### config.mk
export PLATFORM = sky130hd
export DESIGN_NAME = matrix_loader
export DESIGN_NICKNAME = d
export VERILOG_FILES = /design/src/rtl/matrix_loader.sv
export SDC_FILE = /design/constraint.sdc
export NUM_CORES = 1
export LEC_CHECK = 0
export CAP_MARGIN = 5
export CORE_ASPECT_RATIO = 0.75
export CORE_MARGIN = 5
export CORE_UTILIZATION = 45
export DETAILED_ROUTE_END_ITERATION = 8
export GPL_ROUTABILITY_DRIVEN = 0
export HOLD_SLACK_MARGIN = 0.08
export MAX_ROUTING_LAYER = met4
export PLACE_DENSITY_LB_ADDON = 0.12
export SLEW_MARGIN = 15
export SYNTH_ARGS = -nofsm -noshare
export SYNTH_HDL_FRONTEND = slang
export SYNTH_SLANG_ARGS = --single-unit
export TNS_END_PERCENT = 10
### constraint.sdc
create_clock -name i_clk -period 5.57 [get_ports i_clk]
set_clock_uncertainty 0.1 [all_clocks]
set_input_delay 1.3925 -clock i_clk [delete_from_list [all_inputs] [get_ports i_clk]]
set_output_delay 1.3925 -clock i_clk [all_outputs]
set_load 0.03 [all_outputs]
### src/rtl/matrix_loader.sv
// Framed byte-stream parser: assembles N x N operand matrices and drives the multiplier trigger/busy handshake.
// Commit lands one cycle after the last payload byte (or after busy drops); no backpressure, bytes hitting a held commit are dropped with an error.
module matrix_loader #(
    parameter int N       = 3,
    parameter int W       = 8,
    parameter int TIMEOUT = 100000
) (
    input  logic               i_clk,
    input  logic               i_rst,
    input  logic [7:0]         i_data,
    input  logic               i_valid,
    input  logic               i_mm_done,
    output logic [N*N*W-1:0]   o_mat_a,
    output logic [N*N*W-1:0]   o_mat_b,
    output logic               o_trigger,
    output logic               o_busy,
    output logic [1:0]         o_loaded,
    output logic               o_err,
    output logic [1:0]         o_err_code
);

    localparam int BPE    = (W + 7) / 8;
    localparam int NEL    = N * N;
    localparam int NBYTES = NEL * BPE;
    localparam int IDXW   = (NBYTES > 1) ? $clog2(NBYTES) : 1;
    localparam int CNTW   = (TIMEOUT > 1) ? $clog2(TIMEOUT) : 1;

    localparam logic [IDXW-1:0] LAST_IDX = IDXW'(NBYTES - 1);
    localparam logic [CNTW-1:0] CNT_LAST = CNTW'(TIMEOUT - 1);

    localparam logic [1:0] ERR_TIMEOUT = 2'b00;
    localparam logic [1:0] ERR_BUSY    = 2'b01;
    localparam logic [1:0] ERR_NOLOAD  = 2'b10;
    localparam logic [1:0] ERR_HDR     = 2'b11;

    localparam logic [1:0] OP_LOAD_A = 2'b00;
    localparam logic [1:0] OP_LOAD_B = 2'b01;
    localparam logic [1:0] OP_TRIG   = 2'b10;
    localparam logic [1:0] OP_CLEAR  = 2'b11;

    typedef enum logic [1:0] {
        S_IDLE   = 2'b00,
        S_LOAD   = 2'b01,
        S_COMMIT = 2'b10
    } state_t;

    state_t              r_state;
    state_t              w_state_nxt;

    logic [7:0]          r_stage [NBYTES];
    logic [IDXW-1:0]     r_idx;
    logic [CNTW-1:0]     r_cnt;
    logic                r_tgt_b;
    logic                r_auto;
    logic [N*N*W-1:0]    r_mat_a;
    logic [N*N*W-1:0]    r_mat_b;
    logic [1:0]          r_loaded;
    logic                r_busy;
    logic                r_trigger;
    logic                r_err;
    logic [1:0]          r_err_code;

    logic [1:0]          w_hdr_op;
    logic                w_hdr_rsvd;
    logic                w_start_load;
    logic                w_byte_wr;
    logic                w_timeout;
    logic                w_commit;
    logic                w_clear;
    logic                w_trig;
    logic                w_err_vld;
    logic [1:0]          w_err_dat;
    logic [N*N*W-1:0]    w_stage_mat;

    assign w_hdr_op   = i_data[1:0];
    assign w_hdr_rsvd = |i_data[6:2];

    // Little-endian bytes per element; surplus top bits beyond W are simply never picked up.
    always_comb begin
        w_stage_mat = '0;
        for (int e = 0; e < NEL; e++) begin
            for (int b = 0; b < W; b++) begin
                w_stage_mat[e*W + b] = r_stage[e*BPE + b/8][b%8];
            end
        end
    end

    always_ff @(posedge i_clk or negedge i_rst) begin
        if (!i_rst) begin
            r_state <= S_IDLE;
        end else begin
            r_state <= w_state_nxt;
        end
    end

    always_comb begin
        w_state_nxt = r_state;
        unique case (r_state)
            S_IDLE: begin
                if (w_start_load) begin
                    w_state_nxt = S_LOAD;
                end
            end
            S_LOAD: begin
                if (w_timeout) begin
                    w_state_nxt = S_IDLE;
                end else if (w_byte_wr && (r_idx == LAST_IDX)) begin
                    w_state_nxt = S_COMMIT;
                end
            end
            S_COMMIT: begin
                if (!r_busy) begin
                    w_state_nxt = S_IDLE;
                end
            end
            default: w_state_nxt = S_IDLE;
        endcase
    end

    always_comb begin
        w_start_load = 1'b0;
        w_byte_wr    = 1'b0;
        w_timeout    = 1'b0;
        w_commit     = 1'b0;
        w_clear      = 1'b0;
        w_trig       = 1'b0;
        w_err_vld    = 1'b0;
        w_err_dat    = ERR_TIMEOUT;
        unique case (r_state)
            S_IDLE: begin
                if (i_valid) begin
                    if (w_hdr_rsvd) begin
                        w_err_vld = 1'b1;
                        w_err_dat = ERR_HDR;
                    end else begin
                        unique case (w_hdr_op)
                            OP_LOAD_A, OP_LOAD_B: w_start_load = 1'b1;
                            OP_TRIG: begin
                                if (r_busy) begin
                                    w_err_vld = 1'b1;
                                    w_err_dat = ERR_BUSY;
                                end else if (r_loaded != 2'b11) begin
                                    w_err_vld = 1'b1;
                                    w_err_dat = ERR_NOLOAD;
                                end else begin
                                    w_trig = 1'b1;
                                end
                            end
                            OP_CLEAR: begin
                                if (r_busy) begin
                                    w_err_vld = 1'b1;
                                    w_err_dat = ERR_BUSY;
                                end else begin
                                    w_clear = 1'b1;
                                end
                            end
                            default: ;
                        endcase
                    end
                end
            end
            S_LOAD: begin
                if (i_valid) begin
                    w_byte_wr = 1'b1;
                end else if ((TIMEOUT != 0) && (r_cnt == CNT_LAST)) begin
                    w_timeout = 1'b1;
                    w_err_vld = 1'b1;
                    w_err_dat = ERR_TIMEOUT;
                end
            end
            S_COMMIT: begin
                // Operands must stay frozen under a running multiply, so the frame parks here.
                if (r_busy) begin
                    if (i_valid) begin
                        w_err_vld = 1'b1;
                        w_err_dat = ERR_BUSY;
                    end
                end else begin
                    w_commit = 1'b1;
                    w_trig   = r_tgt_b && r_auto && r_loaded[0];
                end
            end
            default: ;
        endcase
    end

    always_ff @(posedge i_clk or negedge i_rst) begin
        if (!i_rst) begin
            for (int i = 0; i < NBYTES; i++) begin
                r_stage[i] <= '0;
            end
            r_idx      <= '0;
            r_cnt      <= '0;
            r_tgt_b    <= 1'b0;
            r_auto     <= 1'b0;
            r_mat_a    <= '0;
            r_mat_b    <= '0;
            r_loaded   <= 2'b00;
            r_busy     <= 1'b0;
            r_trigger  <= 1'b0;
            r_err      <= 1'b0;
            r_err_code <= 2'b00;
        end else begin
            r_trigger <= w_trig;
            r_err     <= w_err_vld;
            if (w_err_vld) begin
                r_err_code <= w_err_dat;
            end

            if (w_trig) begin
                r_busy <= 1'b1;
            end else if (r_busy && i_mm_done) begin
                r_busy <= 1'b0;
            end

            if (w_start_load) begin
                r_tgt_b <= i_data[0];
                r_auto  <= i_data[7];
                r_idx   <= '0;
                r_cnt   <= '0;
            end

            if (w_byte_wr) begin
                r_stage[r_idx] <= i_data;
                r_idx          <= r_idx + 1'b1;
                r_cnt          <= '0;
            end else if (r_state == S_LOAD) begin
                r_cnt <= r_cnt + 1'b1;
            end

            if (w_timeout) begin
                for (int i = 0; i < NBYTES; i++) begin
                    r_stage[i] <= '0;
                end
            end

            if (w_clear) begin
                r_mat_a  <= '0;
                r_mat_b  <= '0;
                r_loaded <= 2'b00;
            end

            if (w_commit) begin
                if (r_tgt_b) begin
                    r_mat_b     <= w_stage_mat;
                    r_loaded[1] <= 1'b1;
                end else begin
                    r_mat_a     <= w_stage_mat;
                    r_loaded[0] <= 1'b1;
                end
            end
        end
    end

    assign o_mat_a    = r_mat_a;
    assign o_mat_b    = r_mat_b;
    assign o_trigger  = r_trigger;
    assign o_busy     = r_busy;
    assign o_loaded   = r_loaded;
    assign o_err      = r_err;
    assign o_err_code = r_err_code;

endmodule

-- Yosys cells after proc, flatten, opt, wreduce, memory -nomap -nowiden
Index checks and enable logic that the tools add are counted.
- register bits after elaboration: 248
- input port bits: 12
- logic and storage cells: 117
- $add $sub $neg: 2
- order comparisons: 2
- equal/unequal tests: 11
- multiplexer cells: 66
- bitwise logic cells: 1
- reduce and logical (&&, ||, !) cells: 14
- operators by type and width (cell ; number):
    two-way mux 72 bit ; 8
    bitwise mux 72 bit ; 1
    two-way mux 17 bit ; 3
    two-way mux 1 bit ; 34
    demux 8 bit (select 4 bit) ; 1
    two-way mux 2 bit ; 10
    adder 17 x 1 -> 17 bit (second input constant) ; 1
    == test 17 bit (second input constant) ; 1
    two-way mux 4 bit ; 2
    two-way mux 8 bit ; 1
    case mux 2 bit (2 select lines) ; 2
    == test 2 bit (second input constant) ; 3
    inequality test 2 bit (second input constant) ; 3
    case mux 2 bit (3 select lines) ; 1
    nonzero test 2 bit ; 3
    >= comparator 5 bit (second input constant) ; 1
    logical AND 1 bit ; 5
    less-than comparator 5 x 1 -> 1 bit (second input constant) ; 1
    NOT 4 -> 5 bit ; 1
    OR reduction 5 bit ; 1
    adder 4 x 1 -> 4 bit (second input constant) ; 1
    == test 2 x 1 -> 1 bit (second input constant) ; 2
    == test 4 bit (second input constant) ; 1
    logical NOT 2 bit ; 2
    6 further kinds ; 7

-- Depth between registers and ports, before layout
Gate-level depths: netlist (run 1).
- word-level depth: 9
- depth in mapped cells: 7
- depth with buffers taken out: 5

-- Worst setup path before layout (run 1)
OpenSTA, ideal clock, no wires.
- path kind: in2reg
- start: in i_data[6]
- end: reg r_mat_a[11] (netlist: o_mat_a[11])
- setup time: 0.121 ns
- data arrival time: 2.597 ns
- slack: 2.753 ns
- stages: 7
- cell sequence: buf_2 > nor3_2 > nand4b_2 > nor2_4 > buf_6 > buf_6 > o21ai_1
- longest elaborated chain between the ends: 7
- ends and longest elaborated chain (item ; RTL line ; text):
    start, declared ; 10 ; input logic [7:0] i_data,
    OR reduction 5 bit * ; 76 ; assign w_hdr_rsvd = |i_data[6:2];
    two-way mux 1 bit * ; 132 ; if (w_hdr_rsvd) begin
    two-way mux 1 bit * ; 131 ; if (i_valid) begin
    two-way mux 1 bit * ; 129 ; unique case (r_state)
    two-way mux 72 bit * ; 237 ; if (w_clear) begin
    two-way mux 72 bit ; 244 ; if (r_tgt_b) begin
    two-way mux 72 bit * ; 243 ; if (w_commit) begin
    end signal, assigned ; 248 ; r_mat_a <= w_stage_mat;
    end, declared ; 55 ; logic [N*N*W-1:0] r_mat_a;
Mark *: on every way between the ends. The rest lies on a longest branch, timed or not.
A chain may end at the register's enable or synchronous reset.

-- Final worst setup path (run 1)
- start: in i_data[1]
- end: reg r_mat_a[1] (netlist: o_mat_a[1])
- longest elaborated chain between the ends: 8
- ends and longest elaborated chain (item ; RTL line ; text):
    == test 2 bit * ; 136 ; unique case (w_hdr_op)
    two-way mux 1 bit * ; 136 ;
    two-way mux 1 bit * ; 132 ;
    two-way mux 1 bit * ; 131 ;
    two-way mux 1 bit * ; 129 ;
    two-way mux 72 bit * ; 237 ;
    two-way mux 72 bit ; 244 ;
    two-way mux 72 bit * ; 243 ;
Marked as above.

==> impl_summary.log, run 1 <==
[metrics] outcome: completed
[metrics] ys async rst share: 100%
[metrics] buffer levels on the longest clock path: 3
[metrics] cell types with the highest counts after synthesis: sky130_fd_sc_hd__nand2_1, sky130_fd_sc_hd__dfrtp_1, sky130_fd_sc_hd__o21ai_0, sky130_fd_sc_hd__nor2_1, sky130_fd_sc_hd__mux2i_1
[metrics] Final Hold Vio Count: 0
[metrics] layout cell share with drive strength beyond 1: 5.98%
[metrics] net switching component of the power: 1.76 mW
[metrics] number of H-tree levels: 1
[metrics] Post-Route WL: 28.2 mm
[metrics] number of standard-cell rows in the floorplan: 48
[metrics] hold path cells: 2
[metrics] max-capacitance violation count: 0
[metrics] die width: 186 um
[metrics] worst-margin pin slew: 1.04 ns
[metrics] maximum number of pins on one net before global-route repair: 137
[metrics] antenna diode instance count: 0
[metrics] part of the total power dissipated in sequential elements: 44.8%
[metrics] fin crit share: 63.1%
[metrics] latest clock arrival within the worst-skew pair: 0.52 ns
[metrics] CTS Sinks: 248
[metrics] Synth top area share: 59.3%
[metrics] crit path setup slack, layout: 2.06 ns
[metrics] most instantiated flip-flop cell in the synthesis netlist: sky130_fd_sc_hd__dfrtp_1
[metrics] remaining number of nets flagged by the antenna check after routing: 0
[metrics] number of gates given a new drive strength after cts: 0
[metrics] combinational share of power: 23.5%
[metrics] Die Y: 142 um
[metrics] relative contribution of the clock network to total power: 31.7%
[metrics] drt via density: 5.39
[metrics] Port Buf Inserts: 162
[metrics] number of enable-type register cells in the synthesized netlist: 0
[metrics] Syn Inst Count: 1065
[metrics] worst-path fanout max: 136
[metrics] number of antenna violations at the first check in global routing: 0
[metrics] First-pass DRT Iterations: 4
[metrics] starting density of the core: 45.6%
[metrics] vias after detailed routing: 8100
[metrics] Post-Syn Area per Cell: 9.83 sq um
[metrics] count of different cell masters after synthesis: 54
[metrics] clock edge transition at the registers on the reported setup and hold paths: 0.06 ns
[metrics] Worst IR Drop VDD: 235 uV
[metrics] largest area contributor in the synthesized netlist: sky130_fd_sc_hd__dfrtp_1
[metrics] standard cell core area: 22900 sq um
[metrics] cell with the most instances after synthesis: sky130_fd_sc_hd__nand2_1
[metrics] combined area of all synthesized cells: 10500 sq um
[metrics] violation count after the first detailed-route iteration: 628
[metrics] total global routing track utilization: 22.2%
[metrics] Crit path required time: 5.83 ns
[metrics] setup repair after global routing missed its margin: no
[metrics] TritonCTS clock tree: yes
[metrics] number of buffers created by CTS: 26
[metrics] type of the most critical hold path: reg2reg
[metrics] final count of pins violating max slew: 0
[metrics] IO Count: 163
[metrics] DPL Wire Length: 16.5 mm
[metrics] Remaining Overflow, GRT: 0
[metrics] startpoint kind of the worst setup timing path: input port
[metrics] portion of the post-synthesis area used by sequential elements: 59.3%
[metrics] Finish-stage setup viols: 0
[metrics] wire length of the first global-routing pass: 46.0 mm
[metrics] average wire per cell in the routed design: 18.8 um
[metrics] Post-Place Setup Slack: 1.60 ns
[metrics] synthesis warning total: 0
[metrics] area added between synthesis and finish: 25.2%
[metrics] fill cell instance count of the final layout: 2064
[metrics] switching share of power: 31.9%
[metrics] root buffer selected by CTS: sky130_fd_sc_hd__clkbuf_16
[metrics] DRC Markers: 0
[metrics] main area contributors after synthesis: sky130_fd_sc_hd__dfrtp_1, sky130_fd_sc_hd__nand2_1, sky130_fd_sc_hd__mux2i_1
[metrics] upper clock frequency limit: 285 MHz
[metrics] Internal Power: 3.75 mW
[metrics] hold-fix buffers at CTS: 0
[metrics] flip-flop and latch count after synthesis: 248
[metrics] number of global-route vias before repair: 8040
[metrics] post-CTS setup buffer count: 0
[metrics] type of the worst setup path: in2reg
[metrics] leakage power: 6.05 nW
[metrics] max_slew headroom: 30.2%
[metrics] category of the worst setup path capture point: register
[metrics] sum of negative setup slack: 0 ns
[metrics] post-synth net total: 1082
[metrics] clock period minus worst slack: 3.51 ns
[metrics] die area: 26500 sq um
[metrics] critical path data arrival time: 3.77 ns
[metrics] power density normalized to cell area: 420 nW/um^2
[metrics] worst r2r path cells: 5
[metrics] number of nets in the finished design: 1202
[final cells by class]
cell class	instances	area (sq um)	area share [%]
clock buffer	42	782	5.96
clock inverter	5	77.6	0.592
inverter	9	33.8	0.258
multi-input combinational	725	3870	29.5
sequential	248	6210	47.3
tap	300	375	2.86
timing repair buffer	175	1760	13.4
[power by group through the flow]
| stage | logic (mW) | registers [mW] | clock network (mW) |
|---|---|---|---|
| floorplan | 0.429 | 2.75 | 0 |
| global placement | 1.28 | 2.49 | 0 |
| detailed placement | 1.31 | 2.49 | 0 |
| CTS | 1.31 | 2.47 | 1.77 |
| global route | 1.41 | 2.52 | 1.86 |
| finish | 1.29 | 2.47 | 1.74 |
[through the flow]
step	area, sq um	utilization [%]	hold slack, ns	total power [mW]	std cells
global route	13100	57.1	0.423	5.79	1504
finish	13100	57.1	0.412	5.51	1504
detailed placement	12300	53.4	0.390	3.79	1457
floorplan	10500	-	0.357	3.18	1065
global placement	12300	53.4	0.388	3.77	1457
CTS	13100	57.1	0.402	5.55	1504
[cell families after synthesis]
group	after synthesis	synth area share, %
AOI/OAI and AO/OA	199	10.3
buffers and inverters	92	4.31
muxes	75	7.19
adders and majority gates	5	0.597
and+or+nand+nor	446	18.3
DFF	248	59.3
[cells in the final DEF (no fill, tap or decap), drive strengths merged, types with 3 or more instances in the layout]
cell | netlist | layout
nand2 | 306 | 306
dfrtp | 248 | 248
o21ai | 164 | 164
clkdlybuf4s50 | 0 | 161
nor2 | 76 | 76
mux2i | 73 | 73
clkbuf | 33 | 42
buf | 50 | 14
nor3b | 10 | 10
inv | 9 | 9
a31oi | 9 | 9
nand3 | 8 | 8
nand4 | 7 | 7
nand3b | 6 | 6
a21oi | 5 | 5
ha | 5 | 5
nand2b | 5 | 5
and4 | 4 | 4
nor2b | 4 | 4
o31ai | 3 | 3
and3 | 3 | 3
o211ai | 3 | 3
or3 | 3 | 3
nor4bb | 3 | 3
[metal layers]
metal	track usage, %	part of all wire (%)	up-vias	wire [um]
li1	-	-	3779	-
met4	2.76	0.97	0	274
met5	-	0	-	0
met1	34.3	50	4072	14100
met2	31.9	44	224	12300
met3	3.63	5.3	25	1510
[worst paths after layout]
kind | end | slack (ns) | from
worst max-delay path | o_mat_a[1] | 2.06 | i_data[1]
worst min-delay path | o_mat_b[21] | 0.41 | r_stage[53]
worst max register to register | o_mat_a[42] | 2.76 | r_state[1]
worst min register to register | o_mat_b[21] | 0.41 | r_stage[53]
max in group asynchronous | r_stage[4] | 3.32 | i_rst
min in group asynchronous | o_mat_a[57] | 0.90 | i_rst
[worst max-delay path: stages]
cell and delay, ns:
sky130_fd_sc_hd__clkdlybuf4s50_1 0.88, sky130_fd_sc_hd__nand2b_1 0.14, sky130_fd_sc_hd__nand4b_2 0.29, sky130_fd_sc_hd__nor2_4 0.26, sky130_fd_sc_hd__buf_12 0.36, sky130_fd_sc_hd__o21ai_0 0.22
[flip-flops by register name (all words and copies together) (netlist names), 2 cells and up]
register / flops
r_cnt: 17
r_stage: 72
r_state: 2
r_idx: 4
o_err_code: 2
o_mat_b: 72
o_mat_a: 72
o_loaded: 2
Note: power is estimated with default switching activity, not from simulation.
==> inputs of run 2 (changes only) <==
- clock period: 5.57 -> 3.3 ns (I/O delays scaled with it)
==> run 2 against run 1 <==
Net effect: register-to-register slack worse by 1.8 ns; largest power group unchanged; critical endpoint is now o_busy; count of clock-buffer cells in the layout down 9; critical path type is now reg2out; non-clock buffer count up 16.
==> impl_summary.log, run 2 (synthesized netlist as in run 1, its figures left out) <==
[metrics] antenna diode instance count: 0 (unchanged)
[metrics] die area: 26500 sq um (unchanged)
[metrics] max_slew headroom: 55.6% (was 30.2%)
[metrics] number of nets in the finished design: 1217 (was 1202)
[metrics] area added between synthesis and finish: 26.8% (was 25.2%)
[metrics] Design Power: 9.31 mW (was 5.51 mW)
[metrics] worst-path fanout max: 7 (was 136)
[metrics] category of the worst setup path capture point: primary output (was register)
[metrics] WP buf/inv: 1 (was 2)
[metrics] Finish-stage setup viols: 0 (unchanged)
[metrics] TritonCTS clock tree: yes (unchanged)
[metrics] type of the worst setup path: reg2out (was in2reg)
[metrics] standard cell core area: 22900 sq um (unchanged)
[metrics] DRC Markers: 0 (unchanged)
[metrics] wire length of the first global-routing pass: 45.8 mm (was 46.0 mm)
[metrics] worst-path cell chain: clkdlybuf4s50_1 (was clkdlybuf4s50_1 > nand2b_1 > nand4b_2 > nor2_4 > buf_12 > o21ai_0)
[metrics] First-pass DRT Iterations: 5 (was 4)
[metrics] clock period minus worst slack: 2.70 ns
[metrics] Final Hold Vio Count: 0 (unchanged)
[metrics] cell area after layout: 13300 sq um (was 13100 sq um)
[metrics] sum of negative setup slack: 0 ns (unchanged)
[metrics] final count of pins violating max slew: 0 (unchanged)
[metrics] starting density of the core: 45.6% (unchanged)
[metrics] Port Buf Inserts: 162 (unchanged)
[metrics] CTS Sinks: 248 (unchanged)
[metrics] slowest stage cell on the critical path: sky130_fd_sc_hd__clkdlybuf4s50_1 (unchanged)
[metrics] drt via density: 5.37 (was 5.39)
[metrics] most used cells in the layout excluding fill and tap cells: sky130_fd_sc_hd__nand2_1, sky130_fd_sc_hd__dfrtp_1, sky130_fd_sc_hd__clkdlybuf4s50_1 (unchanged)
[metrics] commonest non-fill, non-tap cell in the layout: sky130_fd_sc_hd__nand2_1 (unchanged)
[metrics] max-capacitance violation count: 0 (unchanged)
[metrics] Die Y: 142 um (unchanged)
[metrics] slowest cell delay on critical path: 0.74 ns (was 0.88 ns)
[metrics] total global routing track utilization: 22.3% (was 22.2%)
[metrics] remaining number of nets flagged by the antenna check after routing: 0 (unchanged)
[metrics] number of gates given a new drive strength after cts: 0 (unchanged)
[metrics] Crit path required time: 2.37 ns (was 5.83 ns)
[metrics] number of standard-cell rows in the floorplan: 48 (unchanged)
[metrics] DPL Wire Length: 17.7 mm (was 16.5 mm)
[metrics] Worst IR Drop VDD: 368 uV (was 235 uV)
[metrics] leakage power: 6.16 nW (was 6.05 nW)
[metrics] hold-fix buffers at CTS: 0 (unchanged)
[metrics] maximum number of pins on one net before global-route repair: 91 (was 137)
[metrics] violation count after the first detailed-route iteration: 783 (was 628)
[metrics] die width: 186 um (unchanged)
[metrics] startpoint kind of the worst setup timing path: register (was input port)
[metrics] latest clock arrival within the worst-skew pair: 0.51 ns (was 0.52 ns)
[metrics] buffer levels on the longest clock path: 3 (unchanged)
[metrics] power density normalized to cell area: 701 nW/um^2 (was 420 nW/um^2)
[metrics] outcome: completed (unchanged)
[metrics] number of global-route vias before repair: 7957 (was 8040)
[metrics] worst r2r path cells: 5 (unchanged)
[metrics] post-CTS setup buffer count: 0 (unchanged)
[metrics] stages on the worst setup path: 1 (was 6)
[metrics] Post-Route WL: 28.7 mm (was 28.2 mm)
[metrics] clock edge transition at the registers on the reported setup and hold paths: 0.06 ns (about the same)
[metrics] critical path data arrival time: 1.77 ns (was 3.77 ns)
[metrics] IO Count: 163 (unchanged)
[metrics] Remaining Overflow, GRT: 0 (unchanged)
[metrics] number of buffers created by CTS: 25 (was 26)
[metrics] fin crit share: 81.7%
[metrics] setup repair after global routing missed its margin: no (unchanged)
[metrics] layout cell share with drive strength beyond 1: 7.40% (was 5.98%)
[metrics] worst-margin pin slew: 0.663 ns (was 1.04 ns)
[metrics] vias after detailed routing: 8138 (was 8100)
[metrics] root buffer selected by CTS: sky130_fd_sc_hd__clkbuf_16 (unchanged)
[metrics] number of antenna violations at the first check in global routing: 0 (unchanged)
[metrics] cell area reported after detailed placement: 12400 sq um (was 12300 sq um)
[metrics] cell family with the largest share of critical-path delay: buffers and inverters (unchanged)
[metrics] type of the most critical hold path: in2async (was reg2reg)
[metrics] upper clock frequency limit: 371 MHz
[metrics] average wire per cell in the routed design: 18.9 um (was 18.8 um)
[metrics] number of H-tree levels: 1 (unchanged)
run 2: changes by cell type in the layout (fill, tap and decap cells not counted), sizes merged:
cell      before  now
buf           14   30
clkbuf        42   33
clkinv         2    6
bufinv         2    4
clkinvlp       1    0
run 2: worst paths after layout:
| kind | startpoint | endpoint | slack [ns] |
|---|---|---|---|
| max | o_busy | o_busy | 0.60 |
| max reg2reg | r_state[1] | o_mat_b[17] | 0.92 |
| min | i_rst | o_mat_b[59] | 0.18 |
| max in group asynchronous | i_rst | o_mat_b[46] | 2.13 |
| min reg2reg | r_stage[55] | o_mat_b[23] | 0.41 |
| min in group i_clk | r_stage[55] | o_mat_b[23] | 0.41 |
run 2: cell type report:
cell class / count / area [sq um]
Fill cell: 2020 / 9660
Sequential cell: 248 / 6210
Multi-Input combinational cell: 725 / 3870
Timing Repair Buffer: 191 / 1940
Clock buffer: 33 / 696
Tap cell: 300 / 375
Clock inverter: 10 / 154
Inverter: 9 / 33.8
run 2: worst reg2reg max path, cell delays in order (launching register included):
cell                      delay (ns)
sky130_fd_sc_hd__dfrtp_1        0.59
sky130_fd_sc_hd__nor3b_1        0.60
sky130_fd_sc_hd__nand2_2        0.40
sky130_fd_sc_hd__buf_12         0.34
sky130_fd_sc_hd__nand2_1        0.14
sky130_fd_sc_hd__o21ai_0        0.08
run 2: layer usage:
layer  GRT usage (%)  share of wire [%]
met1            34.4                 49
met2            32.0                 44
met3            3.09                5.7
met4            3.45                1.4
met5               -                  0
run 2: power by group:
part / internal (mW) / switching, mW
combinational: 0.923 / 1.28
clock: 1.79 / 1.17
sequential: 3.65 / 0.497
total: 6.36 / 2.95
run 2: stage by stage:
| step | setup slack [ns] | hold slack, ns | std cells | utilization, % |
|---|---|---|---|---|
| final | 0.603 | 0.178 | 1516 | 57.9 |
| after global routing | 0.543 | 0.215 | 1516 | 57.9 |
| after CTS | 0.577 | 0.197 | 1516 | 57.9 |
| after detailed placement | 0.261 | 0.392 | 1473 | 54.2 |
| after global placement | 0.345 | 0.387 | 1473 | 54.2 |
| after floorplan | 1.05 | 0.357 | 1065 | - |
